<file path="config.mk">
export PLATFORM = sky130hd
export DESIGN_NAME = uart_tx_fifo_top
export DESIGN_NICKNAME = d
export VERILOG_FILES = /design/src/rtl/uart_pkg.sv /design/src/rtl/uart_sync_fifo.sv /design/src/rtl/uart_tx_fifo_top.sv
export SDC_FILE = /design/constraint.sdc
export NUM_CORES = 1
export LEC_CHECK = 0
export BUFFER_PORTS_ARGS = -buffer_cell sky130_fd_sc_hd__buf_2
export CAP_MARGIN = 20
export CORE_UTILIZATION = 63
export CTS_BUF_LIST = sky130_fd_sc_hd__clkbuf_4 sky130_fd_sc_hd__clkbuf_8
export DETAILED_ROUTE_END_ITERATION = 16
export GPL_TIMING_DRIVEN = 0
export PLACE_DENSITY = 0.81
export SLEW_MARGIN = 25
export SYNTH_ARGS = -nofsm -noshare
export SYNTH_HDL_FRONTEND = slang
export SYNTH_SLANG_ARGS = --single-unit
</file>
<file path="constraint.sdc">
create_clock -name clk -period 2.5 [get_ports clk]
set_clock_uncertainty 0.1 [all_clocks]
set_input_delay 0.5 -clock clk [delete_from_list [all_inputs] [get_ports clk]]
set_output_delay 0.5 -clock clk [all_outputs]
set_load 0.02 [all_outputs]
</file>
<file path="src/rtl/uart_pkg.sv">
// Shared UART definitions: FSM encoding, frame geometry and bit-period arithmetic.
// Used by both the transmit and receive paths.
package uart_pkg;

  typedef enum logic [1:0] {
    IDLE  = 2'd0,
    START = 2'd1,
    DATA  = 2'd2,
    STOP  = 2'd3
  } uart_state_e;

  localparam int DATA_BITS    = 8;
  localparam int IDX_W        = $clog2(DATA_BITS);
  localparam int DEF_CLK_FREQ = 100_000_000;
  localparam int DEF_BAUD     = 9600;

  // Integer divide; the remainder is absorbed as a small per-bit rate error.
  function automatic int bit_cycles(input int clk_hz, input int baud);
    return clk_hz / baud;
  endfunction

endpackage

</file>
<file path="src/rtl/uart_sync_fifo.sv">
// Single-clock FIFO, combinational read of the head entry; push/pop take effect on the same edge.
// Pushes while full are dropped (even with a concurrent pop); full is registered.
module uart_sync_fifo #(
  parameter int WIDTH = 8,
  parameter int DEPTH = 4
) (
  input  logic             clk,
  input  logic             rst,
  input  logic             push_i,
  input  logic [WIDTH-1:0] din_i,
  input  logic             pop_i,
  output logic [WIDTH-1:0] dout_o,
  output logic             full_o,
  output logic             empty_o
);

  localparam int PW = $clog2(DEPTH);
  localparam int CW = PW + 1;

  logic [WIDTH-1:0] mem_q [DEPTH];
  logic [PW-1:0]    wr_ptr_q, wr_ptr_d, rd_ptr_q, rd_ptr_d;
  logic [CW-1:0]    count_q, count_d;
  logic             full_q, full_d;
  logic             push_ok, pop_ok;

  assign push_ok = push_i && !full_q;
  assign pop_ok  = pop_i && (count_q != '0);

  always_comb begin
    wr_ptr_d = wr_ptr_q;
    rd_ptr_d = rd_ptr_q;
    count_d  = count_q;
    if (push_ok) wr_ptr_d = wr_ptr_q + 1'b1;
    if (pop_ok)  rd_ptr_d = rd_ptr_q + 1'b1;
    if (push_ok && !pop_ok)      count_d = count_q + 1'b1;
    else if (pop_ok && !push_ok) count_d = count_q - 1'b1;
    full_d = (count_d == CW'(DEPTH));
  end

  always_ff @(posedge clk or posedge rst) begin
    if (rst) begin
      wr_ptr_q <= '0;
      rd_ptr_q <= '0;
      count_q  <= '0;
      full_q   <= 1'b0;
    end else begin
      wr_ptr_q <= wr_ptr_d;
      rd_ptr_q <= rd_ptr_d;
      count_q  <= count_d;
      full_q   <= full_d;
    end
  end

  always_ff @(posedge clk) begin
    if (push_ok) mem_q[wr_ptr_q] <= din_i;
  end

  assign dout_o  = mem_q[rd_ptr_q];
  assign full_o  = full_q;
  assign empty_o = (count_q == '0);

endmodule

</file>
<file path="src/rtl/uart_tx_fifo_top.sv">
// 8N1 UART transmitter fed by a small FIFO; tx falls one cycle after a push into an empty FIFO.
// Frames run back to back while bytes are queued; tx_full signals that further pushes are dropped.
module uart_tx_fifo_top
  import uart_pkg::*;
#(
  parameter int CLK_FREQ   = DEF_CLK_FREQ,
  parameter int BAUD       = DEF_BAUD,
  parameter int FIFO_DEPTH = 4
) (
  input  logic       clk,
  input  logic       rst,
  input  logic [7:0] tx_data,
  input  logic       tx_push,
  output logic       tx_full,
  output logic       tx_busy,
  output logic       tx_done,
  output logic       tx
);

  localparam int BIT_CYCLES = bit_cycles(CLK_FREQ, BAUD);
  localparam int CNT_W      = $clog2(BIT_CYCLES);
  localparam logic [CNT_W-1:0] BAUD_LAST = CNT_W'(BIT_CYCLES - 1);
  localparam logic [IDX_W-1:0] IDX_LAST  = IDX_W'(DATA_BITS - 1);

  uart_state_e    state_q, state_d;
  logic [CNT_W-1:0] baud_q, baud_d;
  logic [IDX_W-1:0] idx_q, idx_d;
  logic [7:0]     shift_q, shift_d;
  logic           tx_q, tx_d;
  logic           pop, done;
  logic [7:0]     fifo_dout;
  logic           fifo_empty;
  logic           baud_end;

  uart_sync_fifo #(
    .WIDTH (8),
    .DEPTH (FIFO_DEPTH)
  ) u_fifo (
    .clk     (clk),
    .rst     (rst),
    .push_i  (tx_push),
    .din_i   (tx_data),
    .pop_i   (pop),
    .dout_o  (fifo_dout),
    .full_o  (tx_full),
    .empty_o (fifo_empty)
  );

  assign baud_end = (baud_q == BAUD_LAST);

  always_comb begin
    state_d = state_q;
    baud_d  = baud_end ? '0 : baud_q + 1'b1;
    idx_d   = idx_q;
    shift_d = shift_q;
    tx_d    = tx_q;
    pop     = 1'b0;
    done    = 1'b0;
    case (state_q)
      IDLE: begin
        tx_d   = 1'b1;
        baud_d = '0;
        if (!fifo_empty) begin
          pop     = 1'b1;
          shift_d = fifo_dout;
          idx_d   = '0;
          tx_d    = 1'b0;
          state_d = START;
        end
      end
      START: begin
        if (baud_end) begin
          tx_d    = shift_q[0];
          idx_d   = '0;
          state_d = DATA;
        end
      end
      DATA: begin
        if (baud_end) begin
          if (idx_q == IDX_LAST) begin
            tx_d    = 1'b1;
            state_d = STOP;
          end else begin
            shift_d = shift_q >> 1;
            tx_d    = shift_q[1];
            idx_d   = idx_q + 1'b1;
          end
        end
      end
      STOP: begin
        if (baud_end) begin
          done = 1'b1;
          // Chain straight into the next start bit so queued frames have no idle gap.
          if (!fifo_empty) begin
            pop     = 1'b1;
            shift_d = fifo_dout;
            idx_d   = '0;
            tx_d    = 1'b0;
            state_d = START;
          end else begin
            state_d = IDLE;
          end
        end
      end
      default: state_d = IDLE;
    endcase
  end

  always_ff @(posedge clk or posedge rst) begin
    if (rst) begin
      state_q <= IDLE;
      baud_q  <= '0;
      idx_q   <= '0;
      shift_q <= '0;
      tx_q    <= 1'b1;
    end else begin
      state_q <= state_d;
      baud_q  <= baud_d;
      idx_q   <= idx_d;
      shift_q <= shift_d;
      tx_q    <= tx_d;
    end
  end

  assign tx      = tx_q;
  assign tx_busy = (state_q != IDLE);
  assign tx_done = done;

endmodule

</file>
==> summary.md, run 1 <==
| Metric | Value |
|---|---|
| Status | `complete, no violations` |
| Synthesized area | `about 3300 µm²` |
| Synth unique cells | `52` |
| Synth Area in XOR/XNOR | `0.0373` |
| Worst Setup Start Kind | `register` |
| Max_cap viols | `0` |
| Fin crit share | `0.952` |
| Synth area leader | `edfxtp_1` |
| Leakage power | `about 1.5 nW` |
| Dpl cells | `327` |
| Via Count | `1943` |
| Worst slew pin tran | `494 ps` |
| Synth Area in Simple Gates | `0.117` |
| Antenna cells | `0` |
| Initial DRT Pass Iterations | `4` |
| Post-DP Area | `between 3000 and 4000 µm²` |
| Clk_lat worst skew | `about 340 ps` |
| Largest net degree at the start of global routing | `23` |
| Synth Area in Compound Gates | `0.0674` |
| Crit path time final | `approximately 2400 ps` |
| ANT nets after route | `0` |
| Final Cell Area | `3670 µm²` |
| Largest cells by area after synthesis | `edfxtp_1, dfrtp_1, ha_1` |
| EDFF count, synth | `32` |
| Synth async-reset ratio | `0.529` |
| Hold slack final | `28.1 ps` |
| Vias in the first global route | `approximately 1900` |
| Fmax | `420 MHz` |
| Starting Density | `0.673` |
| Crit path DAT | `between 1500 and 2000 ps` |
| PD cells | `~720 nW/µm²` |
| Crit Path Max Fanout | `7` |
| Reg area | `1870 µm²` |
| RSZ-0062 raised after global routing | `no` |
| Number of I/O port buffers | `14` |
| Critical Path RT | `around 1900 ps` |
| Post-synthesis mux area share | `0.123` |
| Largest family of logic cells by synthesized area | `multiplexers` |
| Worst R2R Setup Slack | `about 370 ps` |
| Count of final hold-check violations | `0` |
| Slowest cell on crit path | `dfrtp_2` |
| #FFs+latches synth | `slightly below 70` |
| DRT iter0 DRCs | `76` |
| Crit Path Class | `reg -> out` |
| Die height | `74.2 µm` |
| H-tree lvl count | `3` |
| WL final | `between 5000 and 6000 µm` |
| Finished Layout Cells | `approximately 340` |
| DP HPWL | `about 3800 µm` |
| Remaining global-route overflow | `0` |
| Wire length per cell | `between 15 and 20 µm` |
| R2r endpoint | `shift_q[7]` |
| Synth Instances | `roughly 250` |
| Reg2reg path depth | `8` |
| Count of final setup violators | `0` |
| Drt drc | `0` |
| Worst vdd rail ir drop | `roughly 0.00065 V` |
| Postcts setup bufs | `0` |
| # nets final | `between 200 and 300` |
| Final slew viol count | `0` |
| Antenna violations before repair | `0` |
| CTS root buf | `clkbuf_8` |
| First-pass GRT wire length | `~9000 µm` |
| Buf/Inv on CP | `2` |
| I/O Pins | `15` |
| CTS max path bufs | `2` |
| Delay of the slowest cell on the worst path | `between 400 and 500 ps` |
| Die area | `5510 µm²` |
| Rows | `25` |
| Synth top area share | `0.293` |
| Total GRT Usage | `0.229` |
| Routed vias/inst | `5.66` |
| CTS buffer count | `9` |
| Clk sinks | `68` |
| CP top delay family | `simple AND/OR/NAND/NOR gates` |
| Total power | `between 2 and 3 mW` |
| Synthesized net count | `271` |
| Filler cells | `333` |
| Rel. slew slack | `0.670` |
| Synth warn | `0` |
| Setup TNS | `0 ps` |
| Mean Syn Cell Area | `roughly 13 µm²` |
| Crit path cell chain | `ha_2, nor4bb_1, and4_1, buf_6, buf_2` |
| CTS clk-pin slew, worst paths | `80 ps` |
| P&R area growth vs syn | `11.9%` |
| Setup crit end kind | `output port` |
| Multi-input gate area | `between 1000 and 1500 µm²` |
| Routability cong. | `0.750` |
| Die width | `74.2 µm` |
| Layout cells sized above 1 | `0.250` |
| Min-Delay Path Class | `in -> async` |
| Crit Reg-Reg Startpoint | `u_fifo.count_q[0]` |
| Sequential fraction of the synthesis area | `0.567` |
| Adder-cell share of the synthesized area | `0.0571` |
| CORE AREA | `approximately 4900 µm²` |
| CTS tree | `done` |
| Main synth FF type | `dfrtp_1` |
[state kept, by name (all words and copies together), names as in the netlist]
| signal | flops |
|---|---|
| u_fifo.wr_ptr_q | 2 |
| shift_q | 8 |
| baud_q | 14 |
| u_fifo.count_q | 3 |
| tx | 1 |
| u_fifo.full_o | 1 |
| u_fifo.mem_q | 32 |
| idx_q | 3 |
| u_fifo.rd_ptr_q | 2 |
| state_q | 2 |
[power by group]
| part | switching (mW) | total [mW] | internal (mW) |
|---|---|---|---|
| logic | 0.218 | 0.374 | 0.156 |
| registers | 0.0503 | 1.36 | 1.31 |
| clock network | 0.440 | 0.913 | 0.474 |
[worst reg2reg max path: cells and delay by family, from the launching register on]
family	cells	cell delay [ps]
mux	1	370
buf+inv	2	290
simple gates	2	290
compound gates	2	380
flops	1	360
fa+ha+maj	1	220
[routing by layer]
layer	vias to the layer above	part of all wire	global-route usage	wire length, µm
li1	948	-	-	-
met3	4	0.035	0.0691	186
met5	-	0	0	0
met2	32	0.47	0.344	2500
met1	959	0.48	0.318	2540
met4	0	0.011	0.0833	57
[layout by cell type, fill, tap and decap left out, types with 5 or more instances in the layout]
cell type and n:
nand2_1 13, mux4_1 6, nor2_1 16, clkbuf_8 10, nand3_1 5, mux2_2 16
xnor2_1 6, buf_2 17, edfxtp_1 32, ha_1 14, inv_1 12, dfrtp_1 33
xor2_1 8, o21ai_0 11, a21oi_1 7
[final cells by class]
type	instances	share of cell area
Clock inverter	7	0.0218
Clock buffer	9	0.0337
Multi-Input combinational cell	155	0.359
Buffer	9	0.0150
Sequential cell	68	0.508
Tap cell	67	0.0228
Inverter	13	0.0133
Timing Repair Buffer	15	0.0266
[cells by family (layout without fill, tap and decap cells)]
logic type,Yosys count,after routing
flops,68,68
simple gates,68,68
compound gates,32,32
mux,26,26
buf+inv,22,53
fa+ha+maj,15,15
xor+xnor,14,14
[Yosys cell counts, types with 2 or more instances]
library cell	count
edfxtp_1	32
and2b_2	2
buf_2	3
mux4_2	2
clkbuf_1	4
ha_1	15
and3_1	2
or3_1	3
nor2b_1	3
and2_1	4
o21ai_0	11
and4_1	2
mux2i_1	2
nor3_1	2
dfrtp_1	35
inv_1	13
mux2_2	16
a21oi_1	7
xor2_1	8
nand4_1	4
xnor2_1	6
nor3b_1	2
nand3_1	5
o22a_1	2
nand2_1	13
nor2_1	16
mux4_1	6
[worst max path at each step]
stage / to / cells past startpoint / start
final: tx_done / 5 / state_q[0]
after global routing: tx_done / 5 / state_q[0]
after CTS: tx_done / 5 / state_q[0]
after detailed placement: shift_q[5] / 8 / u_fifo.count_q[0]
after global placement: u_fifo.mem_q[2][3] / 4 / tx_push
after floorplan: shift_q[0] / 6 / baud_q[0]
[metrics by stage]
stage          setup WS [ps]  utilization
4_1_cts                 15.2        0.752
3_3_place_gp             418        0.705
5_1_grt                 14.9        0.753
3_5_place_dp             389        0.710
6_report                 120        0.753
2_1_floorplan            581            -
[timing repair]
item | 4_1_cts | 5_1_grt
hold buffers | 0 | 0
endpoints found under the setup margin | 0 | 1
hold endpoints to repair | 0 | 0
resized for setup | 0 | 3
No activity file was read; power rests on OpenSTA's default activity.
==> inputs of run 2 (changes only) <==
==> constraint.sdc (replaced) <==
create_clock -name clk -period 2.5 [get_ports clk]
set_clock_uncertainty 0.1 [all_clocks]
set_input_delay 0.375 -clock clk [delete_from_list [all_inputs] [get_ports clk]]
set_output_delay 0.375 -clock clk [all_outputs]
set_load 0.02 [all_outputs]
==> summary.md, run 2 (synthesis results as in run 1) <==
| Metric | Value |
|---|---|
| Status | `complete, no violations` |
| CTS tree | `done` |
| Top reg by flops | `u_fifo.mem_q` |
| Vias in the first global route | `1922 (+0.37%)` |
| CTS clk-pin slew, worst paths | `80 ps (about the same)` |
| Worst R2R Setup Slack | `370 ps (about the same)` |
| CTS-repair resized insts | `0 (unchanged)` |
| Commonest non-fill, non-tap cell in the layout | `dfrtp_1` |
| I/O Pins | `15 (unchanged)` |
| Routability cong. | `0.750 (unchanged)` |
| Worst vdd rail ir drop | `0.000650 V (+0.12%)` |
| PD cells | `721 nW/µm² (about the same)` |
| Die height | `74.2 µm (unchanged)` |
| Die area | `5510 µm² (unchanged)` |
| Final WS setup | `163 ps (+42.5 ps)` |
| Worst Setup Start Kind | `register` |
| Largest net degree at the start of global routing | `23 (unchanged)` |
| Pre-CTS setup slack | `389 ps (unchanged)` |
| Starting Density | `0.673 (unchanged)` |
| Crit Path Class | `reg -> out` |
| Routed vias/inst | `5.66 (-0.14%)` |
| Slowest cell on crit path | `dfrtp_1` |
| Most frequent cells in the layout | `dfrtp_1, edfxtp_1, buf_2, mux2_2, nor2_1` |
| Min-Delay Path Class | `in -> reg` |
| Clk sinks | `68 (unchanged)` |
| Leakage power | `1.54 nW (+0.48%)` |
| Initial DRT Pass Iterations | `4 (unchanged)` |
| Largest register FFs | `32 (unchanged)` |
| RSZ-0062 raised after global routing | `no` |
| # nets final | `298 (+0.34%)` |
| R2r endpoint | `shift_q[7]` |
| Rel. slew slack | `0.670 (-0.000855)` |
| Count of final setup violators | `0 (unchanged)` |
| Worst slew pin tran | `496 ps (+1.28 ps)` |
| Crit path cell chain | `ha_1, nor4bb_1, and4_1, buf_6, buf_2` |
| Wire length per cell | `15.3 µm (-0.67%)` |
| Final slew viol count | `0 (unchanged)` |
| H-tree lvl count | `3 (unchanged)` |
| Setup TNS | `0 ps (unchanged)` |
| WL final | `5260 µm (-0.38%)` |
| CTS root buf | `clkbuf_8` |
| CORE AREA | `4880 µm² (unchanged)` |
| Remaining global-route overflow | `0 (unchanged)` |
| Biggest regs | `u_fifo.mem_q x32, baud_q x14, shift_q x8` |
| Rows | `25 (unchanged)` |
| CTS max path bufs | `2 (unchanged)` |
| DP HPWL | `3790 µm (unchanged)` |
| Total GRT Usage | `0.229 (+0.000364)` |
| CTS buffer count | `9 (unchanged)` |
| Fin crit share | `0.935 (-0.0170)` |
| Antenna violations before repair | `0 (unchanged)` |
| Fmax | `428 MHz (+1.8%)` |
| Max_cap viols | `0 (unchanged)` |
| P&R area growth vs syn | `12.0%` |
| ANT nets after route | `0 (unchanged)` |
| Crit Path Max Fanout | `7 (unchanged)` |
| Number of I/O port buffers | `14 (unchanged)` |
| Reg2reg path depth | `8 (unchanged)` |
| Die width | `74.2 µm (unchanged)` |
| Via Count | `1946 (+0.15%)` |
| Crit path DAT | `1860 ps (+80 ps)` |
| Drt drc | `0 (unchanged)` |
| First-pass GRT wire length | `9030 µm (+0.16%)` |
| Setup crit end kind | `output port` |
| DRT iter0 DRCs | `109 (+43%)` |
| HP Start | `tx_data[4]` |
| Hold Path Cell Cnt | `1` |
| Delay of the slowest cell on the worst path | `450 ps (+30 ps)` |
| Clk_lat worst skew | `340 ps (about the same)` |
| Antenna cells | `0 (unchanged)` |
| Critical Path RT | `2030 ps (+130 ps)` |
| Crit path time final | `2340 ps (-42.5 ps)` |
| Min-Delay Endpoint | `u_fifo.mem_q[2][4]` |
| Crit Reg-Reg Startpoint | `u_fifo.count_q[0]` |
| Count of final hold-check violations | `0 (unchanged)` |
| Layout cells sized above 1 | `0.238 (-0.0117)` |
[run 2: layout make-up]
type	count	area (µm²)
Clock buffer	9	124
Tap cell	67	83.8
Inverter	13	48.8
Fill cell	327	1200
Buffer	9	55.1
Clock inverter	7	80.1
Sequential cell	68	1860
Multi-Input combinational cell	155	1320
Timing Repair Buffer	16	108
[run 2: power breakdown]
group	internal, mW	total [mW]	switching (mW)	leakage (nW)
combinational	0.157	0.376	0.219	0.706
clock	0.474	0.915	0.442	0.0973
sequential	1.31	1.36	0.0504	0.738
total	1.94	2.65	0.711	1.54
[run 2: per-layer routing]
metal	track usage	up-vias	wire (µm)
met5	0	-	0
met4	0.0833	0	64
met3	0.0691	4	190
met2	0.345	36	2460
met1	0.319	954	2540
li1	-	952	-
[run 2: stage by stage]
stage | utilization | total power [mW] | hold slack [ps] | instance area, µm² | std cells
final | 0.754 | 2.65 | 139 | 3680 | 344
after global routing | 0.754 | 2.77 | 135 | 3680 | 344
after global placement | 0.705 | 1.73 | 368 | 3440 | 326
after detailed placement | 0.710 | 1.77 | 276 | 3470 | 327
after floorplan | - | 1.65 | 348 | 3280 | 245
after CTS | 0.754 | 2.68 | 128 | 3680 | 344
[run 2: repair_timing]
item,in CTS,in global routing
hold buffers,1,0
endpoints found under the hold margin,14,0
setup buffers,0,0
[run 2: how the worst max path moves through the flow]
stage / startpoint / to / slack (ps) / cells after the start
global route: state_q[0] / tx_done / 30 / 5
global placement: baud_q[0] / shift_q[5] / 440 / 6
floorplan: baud_q[0] / shift_q[0] / 580 / 6
finish: state_q[0] / tx_done / 160 / 5
detailed placement: u_fifo.count_q[0] / shift_q[5] / 390 / 8
CTS: state_q[0] / tx_done / 140 / 5
[run 2: worst max-delay path: cells and delay by family (launching register included)]
| family | cells | cell delay (ps) |
|---|---|---|
| adder cells (fa/ha/maj) | 1 | 280 |
| buffers and inverters | 2 | 290 |
| flip-flops | 1 | 450 |
| AND/OR/NAND/NOR | 2 | 500 |
